$ cat src/rtl/lut_layer_pkg.sv
// Shared types and helpers for the LUT-neuron layer sequencer.
// The slice helper works on a maximum-width connection word so one function serves every parameterisation.
package lut_layer_pkg;

    typedef enum logic [1:0] {
        IDLE = 2'd0,
        RUN  = 2'd1,
        DONE = 2'd2
    } state_t;

    localparam logic CFG_SEL_TT   = 1'b0;
    localparam logic CFG_SEL_CONN = 1'b1;

    localparam int MAX_CONN_W = 64;
    localparam int MAX_IDX_W  = 8;

    // Connection index k lives at [k*idx_w +: idx_w]; bits past the word end read as 0.
    function automatic logic [MAX_IDX_W-1:0] conn_slice(input logic [MAX_CONN_W-1:0] word,
                                                        input int k,
                                                        input int idx_w);
        logic [MAX_IDX_W-1:0] s;
        s = '0;
        for (int b = 0; b < MAX_IDX_W; b++) begin
            if (b < idx_w && (k * idx_w + b) < MAX_CONN_W) begin
                s[b] = word[k * idx_w + b];
            end
        end
        return s;
    endfunction

endpackage

$ cat src/rtl/lut_layer_sequencer_if.sv
// Input, output and configuration handshakes of the layer sequencer.
// The slave modport is the sequencer side; the master modport is the surrounding datapath.
interface lut_layer_sequencer_if #(
    parameter int IN_W      = 64,
    parameter int N_NEURONS = 32,
    parameter int FANIN     = 6
) ();
    logic                         in_valid;
    logic                         in_ready;
    logic [IN_W-1:0]              in_data;
    logic                         out_valid;
    logic                         out_ready;
    logic [N_NEURONS-1:0]         out_data;
    logic                         cfg_valid;
    logic                         cfg_ready;
    logic                         cfg_sel;
    logic [$clog2(N_NEURONS)-1:0] cfg_neuron;
    logic [(2**FANIN)-1:0]        cfg_data;

    modport slave (
        input  in_valid, in_data, out_ready, cfg_valid, cfg_sel, cfg_neuron, cfg_data,
        output in_ready, out_valid, out_data, cfg_ready
    );

    modport master (
        output in_valid, in_data, out_ready, cfg_valid, cfg_sel, cfg_neuron, cfg_data,
        input  in_ready, out_valid, out_data, cfg_ready
    );
endinterface

$ cat src/rtl/lut_neuron_eval.sv
// Combinational evaluation of one FANIN-input LUT neuron.
// Shared by every neuron of the layer; the sequencer feeds it one neuron's tables per cycle.
module lut_neuron_eval
    import lut_layer_pkg::*;
#(
    parameter int IN_W  = 64,
    parameter int FANIN = 6,
    parameter int IDX_W = $clog2(IN_W)
) (
    input  logic [IN_W-1:0]       x,
    input  logic [(2**FANIN)-1:0] conn,
    input  logic [(2**FANIN)-1:0] tt,
    output logic                  y
);
    logic [MAX_CONN_W-1:0] conn_ext;
    logic [MAX_IDX_W-1:0]  idx;
    logic [FANIN-1:0]      addr;

    assign conn_ext = MAX_CONN_W'(conn);

    // Indices that fall outside the input vector select bit 0.
    always_comb begin
        idx  = '0;
        addr = '0;
        for (int k = 0; k < FANIN; k++) begin
            idx = conn_slice(conn_ext, k, IDX_W);
            if (int'(idx) < IN_W) begin
                addr[k] = x[idx[IDX_W-1:0]];
            end else begin
                addr[k] = x[0];
            end
        end
    end

    assign y = tt[addr];

endmodule

$ cat src/rtl/lut_layer_sequencer.sv
// Time-multiplexed LUT-neuron layer: one neuron evaluated per cycle from writable
// connection and truth tables, full output vector presented with a valid/ready handshake.
//
// state | meaning
// IDLE  | accepts table writes (priority) or a new input vector
// RUN   | evaluates neuron[cnt] each cycle into out_data[cnt]
// DONE  | out_valid held until the consumer takes the vector
module lut_layer_sequencer
    import lut_layer_pkg::*;
#(
    parameter int IN_W      = 64,
    parameter int N_NEURONS = 32,
    parameter int FANIN     = 6,
    parameter int IDX_W     = $clog2(IN_W)
) (
    input  logic                  clk,
    input  logic                  rst,
    lut_layer_sequencer_if.slave  bus,
    output logic                  busy
);
    localparam int CNT_W = $clog2(N_NEURONS);
    localparam int TT_W  = 2**FANIN;

    state_t               state_q, state_d;
    logic [CNT_W-1:0]     cnt_q, cnt_d;
    logic [IN_W-1:0]      x_q, x_d;
    logic [N_NEURONS-1:0] out_data_q, out_data_d;
    logic                 cfg_we;
    logic                 neuron_y;

    // Tables are deliberately left out of reset so a sequencer reset keeps the loaded layer.
    logic [TT_W-1:0]      conn_tbl [N_NEURONS];
    logic [TT_W-1:0]      tt_tbl   [N_NEURONS];

    lut_neuron_eval #(
        .IN_W  (IN_W),
        .FANIN (FANIN),
        .IDX_W (IDX_W)
    ) u_eval (
        .x    (x_q),
        .conn (conn_tbl[cnt_q]),
        .tt   (tt_tbl[cnt_q]),
        .y    (neuron_y)
    );

    always_comb begin
        state_d      = state_q;
        cnt_d        = cnt_q;
        x_d          = x_q;
        out_data_d   = out_data_q;
        cfg_we       = 1'b0;
        bus.in_ready  = 1'b0;
        bus.cfg_ready = 1'b0;
        case (state_q)
            IDLE: begin
                bus.cfg_ready = 1'b1;
                bus.in_ready  = !bus.cfg_valid;
                if (bus.cfg_valid) begin
                    cfg_we = 1'b1;
                end else if (bus.in_valid) begin
                    x_d     = bus.in_data;
                    cnt_d   = '0;
                    state_d = RUN;
                end
            end
            RUN: begin
                out_data_d[cnt_q] = neuron_y;
                cnt_d             = cnt_q + 1'b1;
                if (cnt_q == CNT_W'(N_NEURONS - 1)) begin
                    state_d = DONE;
                end
            end
            DONE: begin
                if (bus.out_ready) begin
                    state_d = IDLE;
                end
            end
            default: state_d = IDLE;
        endcase
    end

    always_ff @(posedge clk) begin
        if (rst) begin
            state_q    <= IDLE;
            cnt_q      <= '0;
            x_q        <= '0;
            out_data_q <= '0;
        end else begin
            state_q    <= state_d;
            cnt_q      <= cnt_d;
            x_q        <= x_d;
            out_data_q <= out_data_d;
        end
    end

    always_ff @(posedge clk) begin
        if (cfg_we) begin
            if (bus.cfg_sel == CFG_SEL_CONN) begin
                conn_tbl[bus.cfg_neuron] <= bus.cfg_data;
            end else begin
                tt_tbl[bus.cfg_neuron] <= bus.cfg_data;
            end
        end
    end

    assign bus.out_valid = (state_q == DONE);
    assign bus.out_data  = out_data_q;
    assign busy          = (state_q != IDLE);

endmodule

$ cat src/flat_wrapper.sv
// flat-port wrapper written by rule: the top's interface ports become plain ports
module lut_layer_sequencer_flat import lut_layer_pkg::*;
#(
    parameter int IN_W      = 64,
    parameter int N_NEURONS = 32,
    parameter int FANIN     = 6,
    parameter int IDX_W     = $clog2(IN_W)
)
  (clk, rst, busy, bus_in_valid, bus_in_data, bus_out_ready, bus_cfg_valid, bus_cfg_sel, bus_cfg_neuron, bus_cfg_data, bus_in_ready, bus_out_valid, bus_out_data, bus_cfg_ready);
  lut_layer_sequencer_if #(.IN_W(IN_W), .N_NEURONS(N_NEURONS), .FANIN(FANIN)) bus_i ();
  input  logic clk;
  input  logic rst;
  output logic busy;
  input wire logic [$bits(bus_i.in_valid)-1:0] bus_in_valid;
  input wire logic [$bits(bus_i.in_data)-1:0] bus_in_data;
  input wire logic [$bits(bus_i.out_ready)-1:0] bus_out_ready;
  input wire logic [$bits(bus_i.cfg_valid)-1:0] bus_cfg_valid;
  input wire logic [$bits(bus_i.cfg_sel)-1:0] bus_cfg_sel;
  input wire logic [$bits(bus_i.cfg_neuron)-1:0] bus_cfg_neuron;
  input wire logic [$bits(bus_i.cfg_data)-1:0] bus_cfg_data;
  output wire logic [$bits(bus_i.in_ready)-1:0] bus_in_ready;
  output wire logic [$bits(bus_i.out_valid)-1:0] bus_out_valid;
  output wire logic [$bits(bus_i.out_data)-1:0] bus_out_data;
  output wire logic [$bits(bus_i.cfg_ready)-1:0] bus_cfg_ready;
  assign bus_i.in_valid = bus_in_valid;
  assign bus_i.in_data = bus_in_data;
  assign bus_i.out_ready = bus_out_ready;
  assign bus_i.cfg_valid = bus_cfg_valid;
  assign bus_i.cfg_sel = bus_cfg_sel;
  assign bus_i.cfg_neuron = bus_cfg_neuron;
  assign bus_i.cfg_data = bus_cfg_data;
  assign bus_in_ready = bus_i.in_ready;
  assign bus_out_valid = bus_i.out_valid;
  assign bus_out_data = bus_i.out_data;
  assign bus_cfg_ready = bus_i.cfg_ready;
  lut_layer_sequencer #(.IN_W(IN_W), .N_NEURONS(N_NEURONS), .FANIN(FANIN), .IDX_W(IDX_W)) u_core (.clk(clk), .rst(rst), .bus(bus_i), .busy(busy));
endmodule
$ cat config.mk
export PLATFORM = sky130hd
export DESIGN_NAME = lut_layer_sequencer_flat
export DESIGN_NICKNAME = d
export VERILOG_FILES = /design/src/rtl/lut_layer_pkg.sv /design/src/rtl/lut_layer_sequencer_if.sv /design/src/rtl/lut_neuron_eval.sv /design/src/rtl/lut_layer_sequencer.sv /design/src/flat_wrapper.sv
export SDC_FILE = /design/constraint.sdc
export NUM_CORES = 2
export LEC_CHECK = 0
export ABC_CLOCK_PERIOD_IN_PS = 15200
export CORE_MARGIN = 4
export CORE_UTILIZATION = 50
export CTS_CLUSTER_SIZE = 12
export DETAILED_ROUTE_END_ITERATION = 12
export PLACE_DENSITY_LB_ADDON = 0.08
export SKIP_CTS_REPAIR_TIMING = 1
export SLEW_MARGIN = 5
export SYNTH_ARGS = -nofsm -noshare
export SYNTH_HDL_FRONTEND = slang
export SYNTH_HIERARCHICAL = 1
export SYNTH_SLANG_ARGS = --single-unit
$ cat constraint.sdc
create_clock -name clk -period 15.2 [get_ports clk]
set_input_delay 3.8 -clock clk [delete_from_list [all_inputs] [get_ports clk]]
set_output_delay 3.8 -clock clk [all_outputs]
set_load 0.01 [all_outputs]
# Word-level counts from Yosys, hierarchy flattened
# Memory sizes are Yosys's and may differ from the RTL's. A register that Yosys moved wholly into a read port is not among the register bits.
# Cells that the tools add are included.
# word_totals
regBits	103
input_bits	139
memories	2
mem_bits_rw	4096
# classes
n_reduce_logical	8
n_lt_le_gt_ge	9
n_addsub	1
n_mux	39
n_bitwise	1
n_eq_ne	7
# memory_table
memory	words	word_bits	rd	rd_ports_with_merged_regs	write_ports	line	rtl
u_core.conn_tbl	32	64	1	1	1	lut_layer_sequencer.sv:32	logic [TT_W-1:0] conn_tbl [N_NEURONS];
u_core.tt_tbl	32	64	1	1	1	lut_layer_sequencer.sv:33	logic [TT_W-1:0] tt_tbl [N_NEURONS];
# op_table
operator	count
less-than comparator 6 x 7 -> 1 bit (second input constant)	7
binary-select mux 1 bit (select 6 bit)	7
bitwise mux 32 bit	1
two-way mux 5 bit	6
two-way mux 1 bit	18
one-hot mux 5 bit (2 select lines)	1
two-way mux 2 bit	4
less-than comparator 5 x 6 -> 1 bit (second input constant)	1
inequality test 2 bit (second input constant)	3
one-hot mux 2 bit (3 select lines)	1
AND reduction 3 bit	2
adder 5 x 1 -> 5 bit (second input constant)	1
demux 1 bit (select 5 bit)	1
equality test 5 bit (second input constant)	1
greater-or-equal comparator 5 x 1 -> 1 bit (second input constant)	1
AND reduction 4 bit	1
nonzero test 2 bit	2
equality test 2 x 1 -> 1 bit (second input constant)	1
equality test 2 bit (second input constant)	1
zero test 2 bit	1
inequality test 2 x 1 -> 1 bit (second input constant)	1
logical AND 1 bit	1
zero test 1 bit	1
NOT 1 bit	1

# Logic depth before layout (Yosys ltp)
# logic_depth
depth_word	5
depth_mapped	24

# Modules after synthesis
# The synthesis kept the hierarchy.
# by_module_without_submodules
mod	seq_area_each_um2	cells_each	instances	area_per_inst_um2
lut_layer_sequencer	125160.0	6980	1	157056.9
lut_neuron_eval	0.0	278	1	3811.2

# Worst setup path before layout
# Ideal clock, no wire load.
# synth_path
path_type	in2reg
start	in bus_cfg_neuron[2]
end	mem u_core/tt_tbl[7][0] in the netlist's numbering, enable pin
arrival_time_ns	7.319
slack_ns	7.394
cell_stages	4
required_time_ns	14.713
cell_sequence	clkbuf_1 > or3b_2 > clkbuf_1 > nor2_1
# synth_rtl
element	line	rtl
start, declared	flat_wrapper.sv:19	input wire logic [$bits(bus_i.cfg_neuron)-1:0] bus_cfg_neuron;
end, declared	lut_layer_sequencer.sv:33	
# No word-level cell before the write port.

# Worst setup path in the final report
# layout_path
start	in bus_cfg_valid
end	out bus_in_ready
# layout_via
elab_chain_cells	2
# layout_lines
element	line	rtl
start, declared	flat_wrapper.sv:17	input wire logic [$bits(bus_i.cfg_valid)-1:0] bus_cfg_valid;
zero test 1 bit	lut_layer_sequencer.sv:57	bus.in_ready = !bus.cfg_valid;
two-way mux 1 bit	lut_layer_sequencer.sv:54	case (state_q)
end, declared	flat_wrapper.sv:21	output wire logic [$bits(bus_i.in_ready)-1:0] bus_in_ready;
# Every way passes these cells.

==> results.toml <==
[synth]
synth.avg_cell_area_um2 = 21.6
syn-num-nets = 6075
netlist_area_um2 = 128000
ys_warn_count = 6
syn_inst = 5931

[grt]
antenna_found_initial = 22
grt_pass1_wl_um = 495000
grt_pass1_vias = 64294
grt.met1_usage_pct = 37.4
grt_max_degree = 104
grt_overflow_total = 0
use_met3_pct = 3.82
use_met2_pct = 44.0
track_usage_pct = 26.5
grt-busiest-layer = "met2"

[clock_network]
cts_buffer_depth = 4
clock-sinks = 3308
cts_tree = "done"
cts_buffers = 357
path_clk_slew_ns = 0.06
root_buffer = "clkbuf_16"
cts_htree_levels = 5
worstSkewPairLatency_ns = 0.94

[detailed_routing]
drtIter0Drc = 6935
drc = 0
drt_wl_total_um = 350000
num_vias = 64224
drtAntennaViolNets = 0
viasPerCell = 6.51
wire_per_inst_um = 35.5
first_pass_iters = 5

[critical_path]
r2r-end = "u_core/bus.out_data[29]"
crit_required_ns = 11.40
crit_type = "in -> out"
r2r_slack_ns = 6.99
reg2reg_depth = 20
startpoint_type = "primary input"
crit_path_max_fanout = 4
worst_setup_path_end_kind = "primary output"
cp.arrival_ns = 4.90

[power]
seqPwrFrac_pct = 54.3
ir_drop_v = 0.000122
p_sw_share_pct = 20.4
clkPwrFrac_pct = 41.9
power_frac_comb_pct = 3.8
p_sw_mw = 3.79
p_leak_nw = 43.1
p_per_area_nw_per_um2 = 129
p_int_mw = 14.8

[finish]
layout_common_cells = "edfxtp_1, mux4_2, clkbuf_16"
drive_above_1_share_pct = 24.6
final_common_cell = "edfxtp_1"
multi_input_area_um2 = 28200
layout.nets = 6402
fillers = 18845
regArea_um2 = 98300
areaGrowthSynthToFinish_pct = 12.7
final_cell_count_no_fill = 9859

[job]
drv_cap = 0

[floorplanning]
num_rows = 185
io_pins = 175
fp.dieH_um = 514
initial_core_util_pct = 50.3
chipWidth_um = 514
coreArea_um2 = 254000
die_area_um2 = 264000

[timing]
fin_ws_ns = 6.50
skew_ns = 0.0632
setup_viol = 0
fmax_ghz = 0.115
hold_ws_ns = 0.457
worst_pin_slew_ns = 1.28
slew_headroom_pct = 15.0
fin_crit_ns = 8.70
grt_setup_unrepaired = "no"
period_share_pct = 57.2
hold_viol = 0
setup-tns-final_ns = 0
maxSlewViolCount = 0

[min_path]
min_to = "u_core/bus.out_data[3]"
min_from = "u_core/bus.out_data[3]"
hold_class = "reg -> reg"
holdPathStages = 2

[placed_design]
dp_hpwl_um = 186000
dp_cells = 9265
place_ws_ns = 6.49
io_buffers = 174
gp_congestion = 0.826

[outcome]
status = "finished, final reports clean"
[worst max path at each step]
stage | from | endpoint
CTS | bus_cfg_valid | bus_in_ready
detailed placement | bus_cfg_valid | bus_in_ready
global placement | bus_cfg_valid | bus_in_ready
finish | bus_cfg_valid | bus_in_ready
floorplan | bus_cfg_neuron[2] | u_core/tt_tbl[7][0]
global route | bus_cfg_valid | bus_in_ready
[routing by layer]
| metal | up-vias | wire, um |
|---|---|---|
| li1 | 25790 | - |
| met2 | 2554 | 175000 |
| met5 | - | 21 |
| met1 | 35315 | 143000 |
| met4 | 4 | 9500 |
| met3 | 561 | 23000 |
[metrics by stage]
step	area, um2	util, %	power [mW]
floorplan	128000	-	10.7
global placement	134000	52.7	11.0
detailed placement	134000	52.7	11.0
CTS	144000	56.7	18.7
global route	144000	56.7	19.1
finish	144000	56.7	18.6
[flip-flops by register name (all words and copies together) (netlist names), named ones only]
| signal | count |
|---|---|
| u_core/bus.out_data | 32 |
| u_core/cnt_q | 5 |
| u_core/conn_tbl | 1152 |
| u_core/state_q | 2 |
| u_core/tt_tbl | 2048 |
| u_core/x_q | 64 |
[power groups by stage]
stage               clock [mW]  sequential [mW]  combinational, mW
floorplan                    0             10.2              0.413
global placement             0             10.3              0.709
detailed placement           0             10.3              0.721
CTS                       7.93             10.1              0.723
global route              8.32             10.1              0.761
finish                    7.77             10.1              0.714
[final cells by class]
cell class | count | share of cell area (%)
sequential | 3308 | 68.2
multi-input combinational | 2201 | 19.5
clock buffer | 468 | 6.62
tap | 3366 | 2.92
timing repair buffer | 381 | 2.21
clock inverter | 117 | 0.465
inverter | 9 | 0.0234
antenna | 9 | 0.0156
[critical path: stages]
cell and delay, ns:
clkdlybuf4s50_1 0.44, nor2_1 0.11, clkdlybuf4s50_1 0.54
No activity file was read; power rests on OpenSTA's default activity.
